`config.mk`:
```
export PLATFORM = sky130hd
export DESIGN_NAME = cap_derive
export DESIGN_NICKNAME = d
export VERILOG_FILES = /design/src/rtl/cap_derive.sv
export SDC_FILE = /design/constraint.sdc
export NUM_CORES = 1
export LEC_CHECK = 0
export ABC_AREA = 1
export CAP_MARGIN = 10
export CORE_ASPECT_RATIO = 1.1
export CORE_MARGIN = 8
export CORE_UTILIZATION = 39
export CTS_CLUSTER_SIZE = 24
export DETAILED_ROUTE_END_ITERATION = 10
export PLACE_DENSITY = 0.61
export SLEW_MARGIN = 20
export SYNTH_ARGS = -nofsm -noshare
export SYNTH_HDL_FRONTEND = slang
export SYNTH_SLANG_ARGS = --single-unit
```
`constraint.sdc`:
```
create_clock -name clk -period 4.1 [get_ports clk]
set_input_delay 0.82 -clock clk [delete_from_list [all_inputs] [get_ports clk]]
set_output_delay 0.82 -clock clk [all_outputs]
set_load 0.01 [all_outputs]
```
`src/rtl/cap_derive.sv`:
```
// cap_derive: derives a child capability (bounds + permissions) from a parent capability.
// Optional macro CAP_DERIVE_CAUSE_EN adds a registered 3-bit fault cause output.
module cap_derive #(
    parameter int unsigned PERM_W = 3
) (
    input  logic              clk,
    input  logic              rst_n,
    input  logic              req_valid,
    output logic              req_ready,
    input  logic              p_tag,
    input  logic [31:0]       p_base,
    input  logic [31:0]       p_length,
    input  logic [PERM_W-1:0] p_perms,
    input  logic [31:0]       new_base,
    input  logic [31:0]       new_length,
    input  logic [PERM_W-1:0] perm_mask,
    output logic              rsp_valid,
    input  logic              rsp_ready,
    output logic              c_tag,
    output logic [31:0]       c_base,
    output logic [31:0]       c_length,
    output logic [PERM_W-1:0] c_perms
`ifdef CAP_DERIVE_CAUSE_EN
    ,
    output logic [2:0]        cause
`endif
);

    localparam int unsigned ADDR_W  = 32;
    localparam int unsigned TOP_W   = ADDR_W + 1;
    localparam int unsigned CAUSE_W = 3;

    localparam logic [CAUSE_W-1:0] CAUSE_OK       = 3'b000;
    localparam logic [CAUSE_W-1:0] CAUSE_UNTAGGED = 3'b001;
    localparam logic [CAUSE_W-1:0] CAUSE_BELOW    = 3'b010;
    localparam logic [CAUSE_W-1:0] CAUSE_ABOVE    = 3'b011;

    typedef enum logic [1:0] {
        IDLE  = 2'd0,
        CHECK = 2'd1,
        RESP  = 2'd2
    } state_t;

    state_t state;
    state_t state_next;

    logic              q_p_tag;
    logic [ADDR_W-1:0] q_p_base;
    logic [ADDR_W-1:0] q_p_length;
    logic [PERM_W-1:0] q_p_perms;
    logic [ADDR_W-1:0] q_new_base;
    logic [ADDR_W-1:0] q_new_length;
    logic [PERM_W-1:0] q_perm_mask;

    logic              accept_c;
    logic              handshake_c;
    logic [TOP_W-1:0]  ptop_c;
    logic [TOP_W-1:0]  ntop_c;
    logic              untagged_c;
    logic              below_c;
    logic              above_c;
    logic              ok_c;

    assign accept_c    = req_valid && req_ready;
    assign handshake_c = rsp_valid && rsp_ready;

    // State register
    always_ff @(posedge clk or negedge rst_n) begin
        if (!rst_n) begin
            state <= IDLE;
        end else begin
            state <= state_next;
        end
    end

    // Next-state logic
    always_comb begin
        state_next = state;
        case (state)
            IDLE:    if (accept_c) state_next = CHECK;
            CHECK:   state_next = RESP;
            RESP:    if (handshake_c) state_next = IDLE;
            default: state_next = IDLE;
        endcase
    end

    // Request snapshot; later input changes are ignored until the next accept
    always_ff @(posedge clk or negedge rst_n) begin
        if (!rst_n) begin
            q_p_tag      <= 1'b0;
            q_p_base     <= '0;
            q_p_length   <= '0;
            q_p_perms    <= '0;
            q_new_base   <= '0;
            q_new_length <= '0;
            q_perm_mask  <= '0;
        end else if (accept_c) begin
            q_p_tag      <= p_tag;
            q_p_base     <= p_base;
            q_p_length   <= p_length;
            q_p_perms    <= p_perms;
            q_new_base   <= new_base;
            q_new_length <= new_length;
            q_perm_mask  <= perm_mask;
        end
    end

    // Tops carry one extra bit so a region ending at 2^32 does not wrap
    assign ptop_c     = TOP_W'(q_p_base) + TOP_W'(q_p_length);
    assign ntop_c     = TOP_W'(q_new_base) + TOP_W'(q_new_length);
    assign untagged_c = !q_p_tag;
    assign below_c    = q_new_base < q_p_base;
    assign above_c    = ntop_c > ptop_c;
    assign ok_c       = !(untagged_c || below_c || above_c);

    // Verdict lands on entering RESP; rsp_valid follows one edge later
    always_ff @(posedge clk or negedge rst_n) begin
        if (!rst_n) begin
            req_ready <= 1'b1;
            rsp_valid <= 1'b0;
            c_tag     <= 1'b0;
            c_base    <= '0;
            c_length  <= '0;
            c_perms   <= '0;
        end else begin
            req_ready <= (state_next == IDLE);
            rsp_valid <= (state == RESP) && !handshake_c;
            if (state == CHECK) begin
                c_tag    <= ok_c;
                c_base   <= q_new_base;
                c_length <= q_new_length;
                c_perms  <= ok_c ? (q_p_perms & q_perm_mask) : '0;
            end
        end
    end

`ifdef CAP_DERIVE_CAUSE_EN
    // Fault code, priority untagged > below base > above top
    always_ff @(posedge clk or negedge rst_n) begin
        if (!rst_n) begin
            cause <= CAUSE_OK;
        end else if (state == CHECK) begin
            if (untagged_c)   cause <= CAUSE_UNTAGGED;
            else if (below_c) cause <= CAUSE_BELOW;
            else if (above_c) cause <= CAUSE_ABOVE;
            else              cause <= CAUSE_OK;
        end
    end
`endif

endmodule

```
=== Word-level counts from Yosys, hierarchy flattened ===
Cells that the tools add are included.

* Eq/ne operators: 2
* Magnitude comparators: 2
* Mux-type cells: 4
* Reduce and logical (&&, ||, !) cells: 10
* $add $sub $neg: 2
* Bitwise logic cells: 1

{| class="wikitable"
|+ Operators with widths
! operator !! count
|-
| adder 32 x 32 -> 33 bit || 2
|-
| > comparator 33 bit || 1
|-
| < comparator 32 bit || 1
|-
| case mux 2 bit (3 select lines) || 1
|-
| logical NOT 2 bit || 2
|-
| 2-to-1 mux 2 bit || 2
|-
| bitwise AND 3 bit || 1
|-
| logical AND 1 bit || 3
|-
| logical NOT 1 bit || 3
|-
| 2-to-1 mux 3 bit || 1
|-
| == test 2 x 1 -> 1 bit (second input constant) || 1
|-
| == test 2 bit (second input constant) || 1
|-
| logical OR 1 bit || 2
|}

* Input port bits: 139
* Output and inout port bits: 70
* Word-level logic and storage cells: 35
* Register bits after elaboration: 207

=== Depth between registers and ports, before layout ===
* Depth after elaboration: 4
* Gate-level depth with buffers: 23
* Depth with buffers taken out: 23

=== Worst setup path before layout ===
No wires, ideal clock.

* Path kind: register to register
* Start point: register q_p_base[0]
* End point: register c_perms[0]
* Period minus slack after synthesis: 2.988 ns
* Slack: 1.112 ns
* Data arrival time: 2.870 ns
* Cell stages (with the launch flop): 23
* Data required time: 3.982 ns
* Buffers on the path: 0
* Library setup time: 0.118 ns
* Path through: dfrtp_1 ha_1 fa_1 nand3_1 nand2_1 a21boi_1 o21ai_2 nand2_1 nand2_1 nand3_1 nand2_1 nand2_1 nand2_1 ha_1 nand2_1 nor2_1 nand2_1 nor2_1 nand4_1 nand3_1 nand2_1 nand4_1 nand2_1

* Cells in the longest elaborated chain, start to end: 4
* Elaborated cells between the ends (all ways): 6
* Classes of those cells: 1 x add/sub; 2 x order compare; 1 x mux; 2 x reduce/logical

{| class="wikitable"
|+ Ends and longest elaborated chain
! element !! RTL line !! source
|-
| start: declaration || 48 || <nowiki>logic [ADDR_W-1:0] q_p_base;</nowiki>
|-
| start signal: assignment || 99 || <nowiki>q_p_base <= p_base;</nowiki>
|-
| adder 32 x 32 -> 33 bit / < comparator 32 bit (equally long branches) || 109, 112 ||
|-
| > comparator 33 bit / logical OR 1 bit (equally long branches) || 113, 114 ||
|-
| logical OR 1 bit * || 114 || <nowiki>assign ok_c = !(untagged_c || below_c || above_c);</nowiki>
|-
| 2-to-1 mux 3 bit * || 132 || <nowiki>c_perms <= ok_c ? (q_p_perms & q_perm_mask) : '0;</nowiki>
|-
| end signal: assignment || 132 ||
|-
| end: declaration || 22 || <nowiki>output logic [PERM_W-1:0] c_perms</nowiki>
|}

Every way passes the cells marked *; elsewhere a longest branch is shown, timed or not.
A chain may end at the register's enable or synchronous reset.

=== Worst setup path after layout ===
* Start point: register q_new_base[0]
* End point: register c_perms[0]

* Cells in the longest elaborated chain, start to end: 4
* Elaborated cells between the ends (all ways): 6
* Classes of those cells: 1 x add/sub; 2 x order compare; 1 x mux; 2 x reduce/logical

{| class="wikitable"
|+ Ends and longest elaborated chain
! element !! RTL line !! source
|-
| start: declaration || 51 || <nowiki>logic [ADDR_W-1:0] q_new_base;</nowiki>
|-
| start signal: assignment || 102 || <nowiki>q_new_base <= new_base;</nowiki>
|-
| adder 32 x 32 -> 33 bit / < comparator 32 bit (equally long branches) || 110, 112 ||
|-
| > comparator 33 bit / logical OR 1 bit (equally long branches) || 113, 114 ||
|-
| logical OR 1 bit * || 114 ||
|-
| 2-to-1 mux 3 bit * || 132 ||
|}

Marks and branches as above.

==> results.sh <==
export IMPL_synth_seq_area_share=0.404
export IMPL_synth_fp_nets=1834
export IMPL_yosys_top_cells_area="dfrtp_1 (40%), ha_1 (13%), nand2_1 (10%)"
export IMPL_post_drt_via_cell_ratio=5.05
export IMPL_place_area_sq_um=15400
export IMPL_ys_types=40
export IMPL_layout_drive_gt1_share=0.0719
export IMPL_syn_area_sq_um=12800
export IMPL_yosysMostFrequentCell="nand2_1"
export IMPL_crit_fanout=4
export IMPL_crit_arrival_ns=4.07
export IMPL_dieHeight_microns=206
export IMPL_grt_overflow=0
export IMPL_stdcell_area_sq_um=16200
export IMPL_cts_root_buf="clkbuf_16"
export IMPL_multi_input_area_sq_um=6900
export IMPL_routedWlPerCell_microns=17.7
export IMPL_synth_edf_count=0
export IMPL_die_x_microns=189
export IMPL_cp_top_family="simple AND/OR/NAND/NOR gates"
export IMPL_cts_hold_buf=0
export IMPL_finalNetCount=2045
export IMPL_place_hpwl_microns=31700
export IMPL_yosysWarnings=0
export IMPL_cts_resized=0
export IMPL_yosys_area_top_type="dfrtp_1"
export IMPL_status="finished clean"
export IMPL_drt_total_wl_microns=39300
export IMPL_async_flop_share=1.00
export IMPL_fp_dieArea_sq_um=38900
export IMPL_timing_fmax_ghz=0.272
export IMPL_gp_congestion=0.876
export IMPL_synthTopCellsByCount="nand2_1 (341), dfrtp_1 (206), nor2_1 (185), a21oi_1 (179), inv_1 (156)"
export IMPL_drc=0
export IMPL_top_usage_layer="met2"
export IMPL_skew_ns=0.0105
export IMPL_cts_setup_buffers=0
export IMPL_ant_nets=0
export IMPL_syn_to_final_growth_pct=26.7
export IMPL_use_met3=0.0337
export IMPL_cpMostUsedCell="nand2_1"
export IMPL_synth_seq_cells=207
export IMPL_clk_pin_slew_ns=0.06
export IMPL_avgSynthCellArea_sq_um=8.19
export IMPL_slew_headroom=0.398
export IMPL_cts_buffers=23
export IMPL_crit_chain="ha_1, fa_1, nand3_1, nand2_1, a21boi_1, o21ai_2, nand2_1, nand2_1, nand2_1, nand2_1, nand2_1, nand2_1, ha_1, nand2_1, nor2_1, nand3_1, nor2_1, nand4_1, nand3_1, nand2_1, nand4_1, nand2_1"
export IMPL_final_setup_viol_count=0
export IMPL_fillCellCount=3134
export IMPL_regArea_sq_um=5180
export IMPL_start_kind="flop"
export IMPL_hold_path_class="in -> async"
export IMPL_finalHoldViolations=0
export IMPL_netlist_instances=1565
export IMPL_num_rows=69
export IMPL_first_iter_violations=584
export IMPL_slowest_delay_ns=0.42
export IMPL_dr_pass1_iters=5
export IMPL_finalSetupTns_ns=0
export IMPL_critPathCaptureType="flop"
export IMPL_cts_sinks=207
export IMPL_grt_pass1_vias=11400
export IMPL_rsz0062_at_grt="no"
export IMPL_synth_top_area_share=0.402
export IMPL_worst_pin_slew_ns=0.903
export IMPL_synth_ff_type="dfrtp_1"
export IMPL_cts_tree="done"
export IMPL_vias=11200
export IMPL_h_tree_depth=1
export IMPL_use_met1=0.272
export IMPL_grt_max_degree=99
export IMPL_fin_crit_sh=0.896
export IMPL_portBuffers=208
export IMPL_cts_buffer_depth=3
export IMPL_grt_total_usage=0.199
export IMPL_cp_required_ns=4.50
export IMPL_core_area_sq_um=32400
export IMPL_grt_util_met2=0.329
export IMPL_ios=209
export IMPL_clock_latency_ns=0.52
export IMPL_path_buf_inv=0
export IMPL_initial_utilization=0.396
export IMPL_cp_slowest_cell="fa_1"
export IMPL_period_needed_ns=3.67
export IMPL_slew_violations=0
export IMPL_grt_pass1_wl_microns=62100
export IMPL_worst_setup_path_type="reg -> reg"
export IMPL_cap_violations=0
export IMPL_antenna_found_initial=0
-- stage by stage --
| stage | utilization | setup slack [ns] | hold slack [ns] | cells |
|---|---|---|---|---|
| after floorplan | - | 1.11 | 0.439 | 1565 |
| after global placement | 0.477 | 0.441 | 0.456 | 2177 |
| after detailed placement | 0.477 | 0.473 | 0.457 | 2177 |
| after CTS | 0.501 | 0.447 | 0.354 | 2219 |
| after global routing | 0.501 | 0.136 | 0.369 | 2219 |
| final | 0.501 | 0.426 | 0.331 | 2221 |
-- worst reg2reg max path, cell delays in order (launching register included) --
cell and delay, ns:
dfrtp_1 0.38, ha_1 0.23, fa_1 0.42, nand3_1 0.09
nand2_1 0.16, a21boi_1 0.34, o21ai_2 0.14, nand2_1 0.10
nand2_1 0.12, nand2_1 0.11, nand2_1 0.06, nand2_1 0.05
nand2_1 0.07, ha_1 0.30, nand2_1 0.05, nor2_1 0.16
nand3_1 0.13, nor2_1 0.16, nand4_1 0.11, nand3_1 0.10
nand2_1 0.14, nand4_1 0.11, nand2_1 0.06
-- layout by cell type, fill, tap and decap left out, types with 2 or more instances in the layout --
cell type,instances
nand2_1,340
clkdlybuf4s50_1,207
dfrtp_1,206
nor2_1,185
a21oi_1,179
inv_1,156
ha_1,128
o21ai_0,75
mux2_2,55
nand3_1,39
xor2_1,27
xnor2_1,23
clkbuf_16,23
nor3_1,15
a21o_1,15
o21ai_1,13
nand4_1,11
buf_4,11
o21bai_1,8
nor4_1,7
clkbuf_8,7
a21boi_1,6
clkbuf_1,6
nand3b_1,4
o21ai_2,4
nor2_2,3
inv_2,3
nor3_2,3
a31oi_1,3
o21a_1,3
clkinvlp_4,3
buf_12,3
diode_2,2
a21oi_2,2
nor3_4,2
o211ai_1,2
fa_1,2
bufinv_16,2
-- final timing paths --
path	cells past startpoint	endpoint	slack (ns)	from
setup reg to reg	22	c_perms[0]	0.43	q_new_base[0]
hold reg to reg	2	c_base[16]	0.47	c_base[16]
max in group asynchronous	2	c_base[23]	2.85	rst_n
hold / removal	1	c_length[11]	0.33	rst_n
min in group clk	2	c_base[16]	0.47	c_base[16]
setup / recovery	22	c_perms[0]	0.43	q_new_base[0]
-- metal layers --
layer | wire [microns] | vias up | part of all wire
met1 | 18400 | 5325 | 0.47
met4 | 439 | 0 | 0.011
met3 | 1940 | 32 | 0.049
met2 | 18500 | 253 | 0.47
li1 | - | 5606 | -
met5 | 0 | - | 0
-- registers in the layout, summed over array words and instances (netlist names) --
signal	count
c_perms	3
q_p_tag	1
c_base	32
req_ready	1
c_tag	1
q_p_base	32
q_p_length	32
c_length	32
q_perm_mask	3
q_p_perms	3
q_new_base	32
rsp_valid	1
state	2
q_new_length	32
-- cell families (layout without fill, tap and decap cells) --
| kind of cell | after synthesis | count (layout) | synth area share |
|---|---|---|---|
| AOI/OAI and AO/OA | 312 | 312 | 0.131 |
| xor gates and xnor gates | 50 | 50 | 0.0342 |
| adders and majority gates | 130 | 130 | 0.128 |
| buffers and inverters | 196 | 424 | 0.0574 |
| DFF | 207 | 207 | 0.404 |
| muxes | 55 | 55 | 0.0483 |
| other | 0 | 2 | 0 |
| and+or+nand+nor | 615 | 615 | 0.196 |
-- final cells by class --
class                           count  area share
Inverter                          160      0.0370
Tap cell                          426      0.0328
Timing Repair Buffer              222       0.137
Multi-Input combinational cell   1162       0.425
Sequential cell                   207       0.319
Clock inverter                      7     0.00594
Antenna cell                        2    0.000308
Clock buffer                       35      0.0419
Power is not shown: default switching activity piles up to over one toggle a cycle in this logic, so the estimate is an artifact.
